$ cat config.mk
export PLATFORM = sky130hd
export DESIGN_NAME = bcd_conv_arbiter
export DESIGN_NICKNAME = d
export VERILOG_FILES = /design/src/rtl/bcd_conv_arbiter.sv
export SDC_FILE = /design/constraint.sdc
export NUM_CORES = 1
export LEC_CHECK = 0
export CORE_UTILIZATION = 44
export DETAILED_ROUTE_END_ITERATION = 8
export PLACE_DENSITY = 0.88
export SETUP_SLACK_MARGIN = 0.3
export SKIP_CTS_REPAIR_TIMING = 1
export SLEW_MARGIN = 20
export SYNTH_ARGS = -nofsm -noshare
export SYNTH_HDL_FRONTEND = slang
export SYNTH_SLANG_ARGS = --single-unit
export TNS_END_PERCENT = 1
$ cat constraint.sdc
create_clock -name clk -period 3.1 [get_ports clk]
set_clock_uncertainty 0.1 [all_clocks]
set_input_delay 0.31 -clock clk [delete_from_list [all_inputs] [get_ports clk]]
set_output_delay 0.31 -clock clk [all_outputs]
set_load 0.005 [all_outputs]
$ cat src/rtl/bcd_conv_arbiter.sv
// bcd_conv_arbiter: shares one binary-to-BCD converter among N_REQ requesters.
// Requests are granted round-robin, operands above 9999 saturate without
// touching the converter, and a watchdog turns a hung conversion into an
// error response so the block can never lock up.
module bcd_conv_arbiter #(
    parameter int N_REQ   = 4,
    parameter int TIMEOUT = 31
) (
    input  logic                  clk,
    input  logic                  reset,
    input  logic [N_REQ-1:0]      req,
    input  logic [14*N_REQ-1:0]   bin_in,
    output logic [N_REQ-1:0]      rsp_valid,
    output logic [15:0]           rsp_bcd,
    output logic                  rsp_ovf,
    output logic                  rsp_err,
    output logic                  busy,
    output logic                  cv_start,
    output logic [13:0]           cv_bin,
    input  logic                  cv_ready,
    input  logic                  cv_done_tick,
    input  logic [15:0]           cv_bcd
);

    localparam int GW = $clog2(N_REQ);

    typedef enum logic [1:0] {
        IDLE,
        START,
        WAIT,
        RESP
    } state_t;

    state_t          state, state_n;
    logic [GW-1:0]   grant, grant_n;
    logic [GW-1:0]   last_grant, last_grant_n;
    logic [13:0]     op_reg, op_n;
    logic [7:0]      wdog, wdog_n;

    logic [N_REQ-1:0] rsp_valid_n;
    logic [15:0]      rsp_bcd_n;
    logic             rsp_ovf_n;
    logic             rsp_err_n;
    logic             busy_n;
    logic             cv_start_n;
    logic [13:0]      cv_bin_n;

    logic [GW-1:0]   cand;
    logic [GW-1:0]   pick;
    logic            found;
    logic [13:0]     op_sel;

    // Round-robin search: first requesting index starting just above last_grant
    always_comb begin
        cand  = '0;
        pick  = '0;
        found = 1'b0;
        for (int i = 0; i < N_REQ; i++) begin
            cand = GW'((int'(last_grant) + 1 + i) % N_REQ);
            if (!found && req[cand]) begin
                found = 1'b1;
                pick  = cand;
            end
        end
        op_sel = bin_in[14*int'(pick) +: 14];
    end

    // Next-state and next-output logic; every output is registered below
    always_comb begin
        state_n      = state;
        grant_n      = grant;
        last_grant_n = last_grant;
        op_n         = op_reg;
        wdog_n       = wdog;
        rsp_valid_n  = '0;
        rsp_bcd_n    = rsp_bcd;
        rsp_ovf_n    = rsp_ovf;
        rsp_err_n    = rsp_err;
        cv_start_n   = 1'b0;
        cv_bin_n     = '0;

        case (state)
            IDLE: begin
                if (found && cv_ready) begin
                    grant_n = pick;
                    op_n    = op_sel;
                    state_n = START;
                    if (op_sel <= 14'd9999) begin
                        cv_start_n = 1'b1;
                        cv_bin_n   = op_sel;
                    end
                end
            end
            START: begin
                if (op_reg > 14'd9999) begin
                    rsp_bcd_n   = 16'h9999;
                    rsp_ovf_n   = 1'b1;
                    rsp_err_n   = 1'b0;
                    rsp_valid_n = N_REQ'(1) << grant;
                    state_n     = RESP;
                end else begin
                    wdog_n  = '0;
                    state_n = WAIT;
                end
            end
            WAIT: begin
                wdog_n = wdog + 8'd1;
                if (cv_done_tick) begin
                    rsp_bcd_n   = cv_bcd;
                    rsp_ovf_n   = 1'b0;
                    rsp_err_n   = 1'b0;
                    rsp_valid_n = N_REQ'(1) << grant;
                    state_n     = RESP;
                end else if (wdog == 8'(TIMEOUT - 1)) begin
                    rsp_bcd_n   = 16'h0000;
                    rsp_ovf_n   = 1'b0;
                    rsp_err_n   = 1'b1;
                    rsp_valid_n = N_REQ'(1) << grant;
                    state_n     = RESP;
                end
            end
            RESP: begin
                last_grant_n = grant;
                state_n      = IDLE;
            end
            default: begin
                state_n = IDLE;
            end
        endcase

        busy_n = (state_n != IDLE);
    end

    // State and output registers with asynchronous reset
    always_ff @(posedge clk or posedge reset) begin
        if (reset) begin
            state      <= IDLE;
            grant      <= '0;
            last_grant <= GW'(N_REQ - 1);
            op_reg     <= '0;
            wdog       <= '0;
            rsp_valid  <= '0;
            rsp_bcd    <= '0;
            rsp_ovf    <= 1'b0;
            rsp_err    <= 1'b0;
            busy       <= 1'b0;
            cv_start   <= 1'b0;
            cv_bin     <= '0;
        end else begin
            state      <= state_n;
            grant      <= grant_n;
            last_grant <= last_grant_n;
            op_reg     <= op_n;
            wdog       <= wdog_n;
            rsp_valid  <= rsp_valid_n;
            rsp_bcd    <= rsp_bcd_n;
            rsp_ovf    <= rsp_ovf_n;
            rsp_err    <= rsp_err_n;
            busy       <= busy_n;
            cv_start   <= cv_start_n;
            cv_bin     <= cv_bin_n;
        end
    end

endmodule

# == After elaboration in Yosys (flattened, before gate mapping) ==
# Cells that the tools add are included.
# W data, S select, Z words.
# totals
elab_cells,91
input_bits,80
n_memories,0
mem_bits_rw,0
romBits,0
reg_bits,66
latchBits,0
# classes
shift,2
n_eq_ne,7
div_mod_pow,0
addsub,5
magnitude_cmp,6
multipliers,1
n_bitwise,0
reduce_logical,13
n_mux,45
# op_table
cell,count
$shiftx A56 B7 Y14,1
$mux W16,3
$mux W14,3
$pmux W16 S2,1
$mux W1,18
$pmux W8 S2,1
$gt A14 B14 Y1 const B,1
$le A14 B14 Y1 const B,1
$mux W2,7
$lt A2 B3 Y1 const B,4
$mux W4,3
$add A8 B1 Y8 const B,1
$bmux W1 S2,4
$eq A8 B5 Y1 const B,1
$mux W8,1
$pmux W2 S4,1
$pmux W4 S2,1
$add A2 B2 Y2 const B,3
$mul A3 B2 Y5 const A,1
$eq A2 B2 Y1 const B,2
$logic_and A1 B1 Y1,4
$ne A2 B2 Y1 const B,2
$pmux W1 S2,2
$reduce_and A2 Y1,2
8 further kinds,11

# == Longest topological paths before layout ==
# logic_depth
word_depth,19
depth_mapped,9
depth_no_buf,9

# == Worst setup path after synthesis ==
# Ideal clock, no wire load.
# synth_path
kind,register to register
from,reg last_grant[1]
to,reg cv_start
path_slack_ns,0.839
path_stages_with_launch,10
arrival_time_ns,2.083
required_ns,2.922
n_path_buf,2
cell_sequence,dfstp_2 nand3b_1 a31oi_4 buf_6 mux2i_1 mux2i_1 nor4_2 o21ai_2 buf_6 a21oi_1
# synth_via
elab_chain_len,19
elab_cells_between_ends,33
# synth_lines
item,line,rtl
start: declaration,36,"logic [GW-1:0] last_grant, last_grant_n;"
start signal: assignment,139,last_grant <= GW'(N_REQ - 1);
start signal: assignment,152,last_grant <= last_grant_n;
$add A2 B1 Y2 (*),59,cand = GW'((int'(last_grant) + 1 + i) % N_REQ);
branches (longest 16 deep; another with $mul A3 B2 Y5),n/a,
$mux W1 (*),84,if (found && cv_ready) begin
$mux W1 (*),82,case (state)
named net cv_start_n,45,logic cv_start_n;
end signal: assignment,160,cv_start <= cv_start_n;
end: declaration,18,"output logic cv_start,"
# Mark *: on every way through the listed nets, which the timed path passes. The select of a mux whose other input is x is not followed.
# A chain may end at the register's enable or synchronous reset.

# == Worst setup path in the final report ==
# layout_path
from,reg last_grant[1]
to,reg cv_bin[1]
# layout_via
elab_chain_len,19
elab_cells_between_ends,33
# layout_lines
item,line,rtl
$add A2 B1 Y2 (*),59,
branches (longest 16 deep; another with $mul A3 B2 Y5),n/a,
$mux W14 (*),84,
$mux W14 (*),82,
named net cv_bin_n[1],46,logic [13:0] cv_bin_n;
end signal: assignment,161,cv_bin <= cv_bin_n;
end: declaration,19,"output logic [13:0] cv_bin,"
# Marks and branches as above.

==> key figures <==
Logic synthesis
  • Cells after Synth: 309
  • Yosys warns: 0
  • Post-synth EDFFs: 0
  • Commonest register cell after synthesis: dfrtp_1
  • Syn_nets: 395
  • Sequential share of the synthesized area: 49.5%
  • Avg Inst Size Synth: 10.2 um^2
  • Async S/R FF share, synth: 100%
  • Count of different cell masters after synthesis: 38
  • Number of synthesized register bits: 62
  • Mapped Area: 0.00314 mm^2

Pwr
  • Logic pwr share: 44.9%
  • Cell Pwr Density: 801 mW/mm^2
  • Part of the power in registers: 34.3%
  • Power Internal: 2400 uW
  • Psw: 1290 uW
  • Pleak: 0.00208 uW
  • Sw Ratio: 35.0%
  • VDD IR max: 0.350 mV
  • Clk pwr share: 20.8%

STA
  • Period utilization: 81.7%
  • Worst-Margin Slew: 0.779 ns
  • Fmax: 395 MHz
  • Rel. slew slack: 48.1%
  • Max-slew violations: 0
  • Final Worst Setup Slack: 0.567 ns
  • Setup-failing EPs final: 0
  • Final hold vios: 0
  • Final TNS setup: 0 ns
  • Min cycle time layout: 2.53 ns
  • RSZ-0062 raised after global routing: no

Critical path
  • Crit path buffers/inverters: 1
  • Critical path depth in cells: 8
  • Setup crit end: cv_bin[1]
  • Largest fanout on the critical path: 34
  • CP Data Arrival Time: 2.69 ns
  • Crit-path slowest cell: dfstp_2
  • RR Startpoint: last_grant[1]
  • FF-to-FF End: cv_bin[1]
  • CP delay by family, top: compound AO/OA/AOI/OAI gates
  • Startpoint Class: flop
  • Most frequent CP cell: mux2i_1
  • Endpoint class of the critical path: flop
  • CP cell instances: nand3b_1, a31oi_4, buf_12, mux2i_1, mux2i_1, nor4_2, o21ai_4, a21boi_0
  • Worst reg2reg path depth: 8
  • Register-to-Register Setup Slack: 0.57 ns
  • Critical path type: flop to flop
  • Worst path required time: 3.26 ns
  • Critical path launch point: last_grant[1]
  • Worst path max stage delay: 0.59 ns

Floorplanning
  • Die height: 86.5 um
  • Die Wd: 86.5 um
  • Rows: 30
  • Initial core utilization: 46.0%
  • Top Ports: 118
  • Area of the die: 0.00748 mm^2
  • Core area: 0.00683 mm^2

Global routing
  • Vias in the first global route: 2838
  • Initial antenna violation count: 0
  • GR Util All Layers: 21.4%
  • GRT Residual Overflow: 0
  • First-pass GRT wire length: 12.3 mm
  • Largest net degree at the start of global routing: 35

Layout
  • Max reg flops: 16
  • Antenna diode count: 0
  • Most common cell after layout, fill and taps aside: clkdlybuf4s50_1
  • Most frequent cells in the layout: 117 x clkdlybuf4s50_1, 60 x dfrtp_1, 52 x nand2_1
  • Share of layout cells above drive strength 1: 7.21%
  • Area grow syn2layout: 46.9%
  • Cell area after layout: 0.00461 mm^2
  • # nets final: 511

Drt
  • Wirelength per Cell: 14.2 um
  • DRC violations left: 0
  • Final ANT Viol Nets: 0
  • 1st-iter DRT viols: 106
  • Drt pass-1 iters: 4
  • Via-to-Cell Ratio: 5.14
  • DR vias: 2703
  • Final WL: 7.45 mm

Placement
  • Post-DP Area: 0.00438 mm^2
  • Routability Congestion: 0.750
  • Post-place setup slack: 0.115 ns
  • PortBufs: 117
  • DPL Wire Length: 5.69 mm

Clocking
  • Root Buffer Master: clkbuf_8
  • Clk buf depth: 2
  • CTS tree: yes
  • H-tree depth: 3
  • Inserted Clock Buffers: 9
  • Clock Latency Late Sink: 0.34 ns
  • Clock Sinks: 62
  • Clk slew on worst S/H paths: 0.07 ns

Run status
  • Status: finished clean

Job
  • Max cap viols: 0

Hold path
  • HP Class: primary input to asynchronous set/reset pin
-- power groups by stage --
| stage | Sequential [uW] | Clock, uW | Combinational, uW |
|---|---|---|---|
| 4_1_cts | 1270 | 785 | 1660 |
| 5_1_grt | 1300 | 823 | 1840 |
| 3_5_place_dp | 1280 | 0 | 1660 |
| 2_1_floorplan | 1260 | 0 | 1020 |
| 3_3_place_gp | 1260 | 0 | 1600 |
| 6_report | 1270 | 768 | 1660 |
-- worst min path at each step --
stage	end	cells past startpoint	start	slack (ns)
after floorplan	op_reg[8]	2	op_reg[8]	0.35
after global routing	op_reg[8]	2	reset	0.34
final	wdog[4]	2	reset	0.28
after detailed placement	op_reg[13]	2	op_reg[13]	0.36
after global placement	op_reg[9]	2	op_reg[9]	0.36
after CTS	cv_bin[7]	2	reset	0.29
-- cell type report --
type                       instances  area, um^2
fill                             543        2220
sequential                        62        1550
clock inverter                     4        70.1
timing repair buffer             123        1230
clock buffer                      12         145
inverter                          10        37.5
multi-input combinational        219        1460
tap                               96         120
-- worst reg2reg max path, stage by stage, from the launching register on --
cell and delay, ns:
dfstp_2 0.59, nand3b_1 0.13, a31oi_4 0.21, buf_12 0.24, mux2i_1 0.24, mux2i_1 0.14
nor4_2 0.40, o21ai_4 0.18, a21boi_0 0.21
-- logic make-up after synthesis --
logic type,count (synthesis),synth area share (%)
simple gates,110,16.9
compound gates,68,15.4
fa+ha+maj,6,2.39
buf+inv,28,4.62
flops,62,49.5
mux,35,11.2
-- metal layers --
| metal | global-route usage, % | part of all wire (%) | up-vias |
|---|---|---|---|
| li1 | - | - | 1314 |
| met2 | 37.4 | 51 | 112 |
| met1 | 23.2 | 40 | 1267 |
| met4 | 10.6 | 1.8 | 0 |
| met3 | 7.33 | 7.5 | 10 |
| met5 | 0 | 0 | - |
-- synth_stat cells, drive strengths merged, types with 2 or more instances --
cell type,instances,share of area [%]
dfrtp,60,48
nand2,52,6.2
mux2i,33,11
nand3,17,2.7
o21ai,15,2.5
a21oi,13,2.2
a22o,13,3.6
nand2b,11,2.2
buf,10,2.5
inv,10,1.2
a211oi,9,2.2
clkbuf,8,0.96
a21o,7,1.7
nor2b,7,1.4
a21boi,6,1.4
ha,6,2.4
nor2,6,0.72
nor3,5,0.80
and3,3,0.60
nor3b,3,0.72
dfstp,2,1.7
mux2,2,0.72
nor4,2,0.60
-- through the flow --
step	power [uW]	util, %	hold slack, ns	instances
6_report	3690	67.5	0.283	526
5_1_grt	3960	67.5	0.336	526
4_1_cts	3710	67.3	0.287	526
3_5_place_dp	2930	64.1	0.364	510
3_3_place_gp	2860	64.1	0.360	510
2_1_floorplan	2290	-	0.346	309
Note: power is estimated with default switching activity, not from simulation.
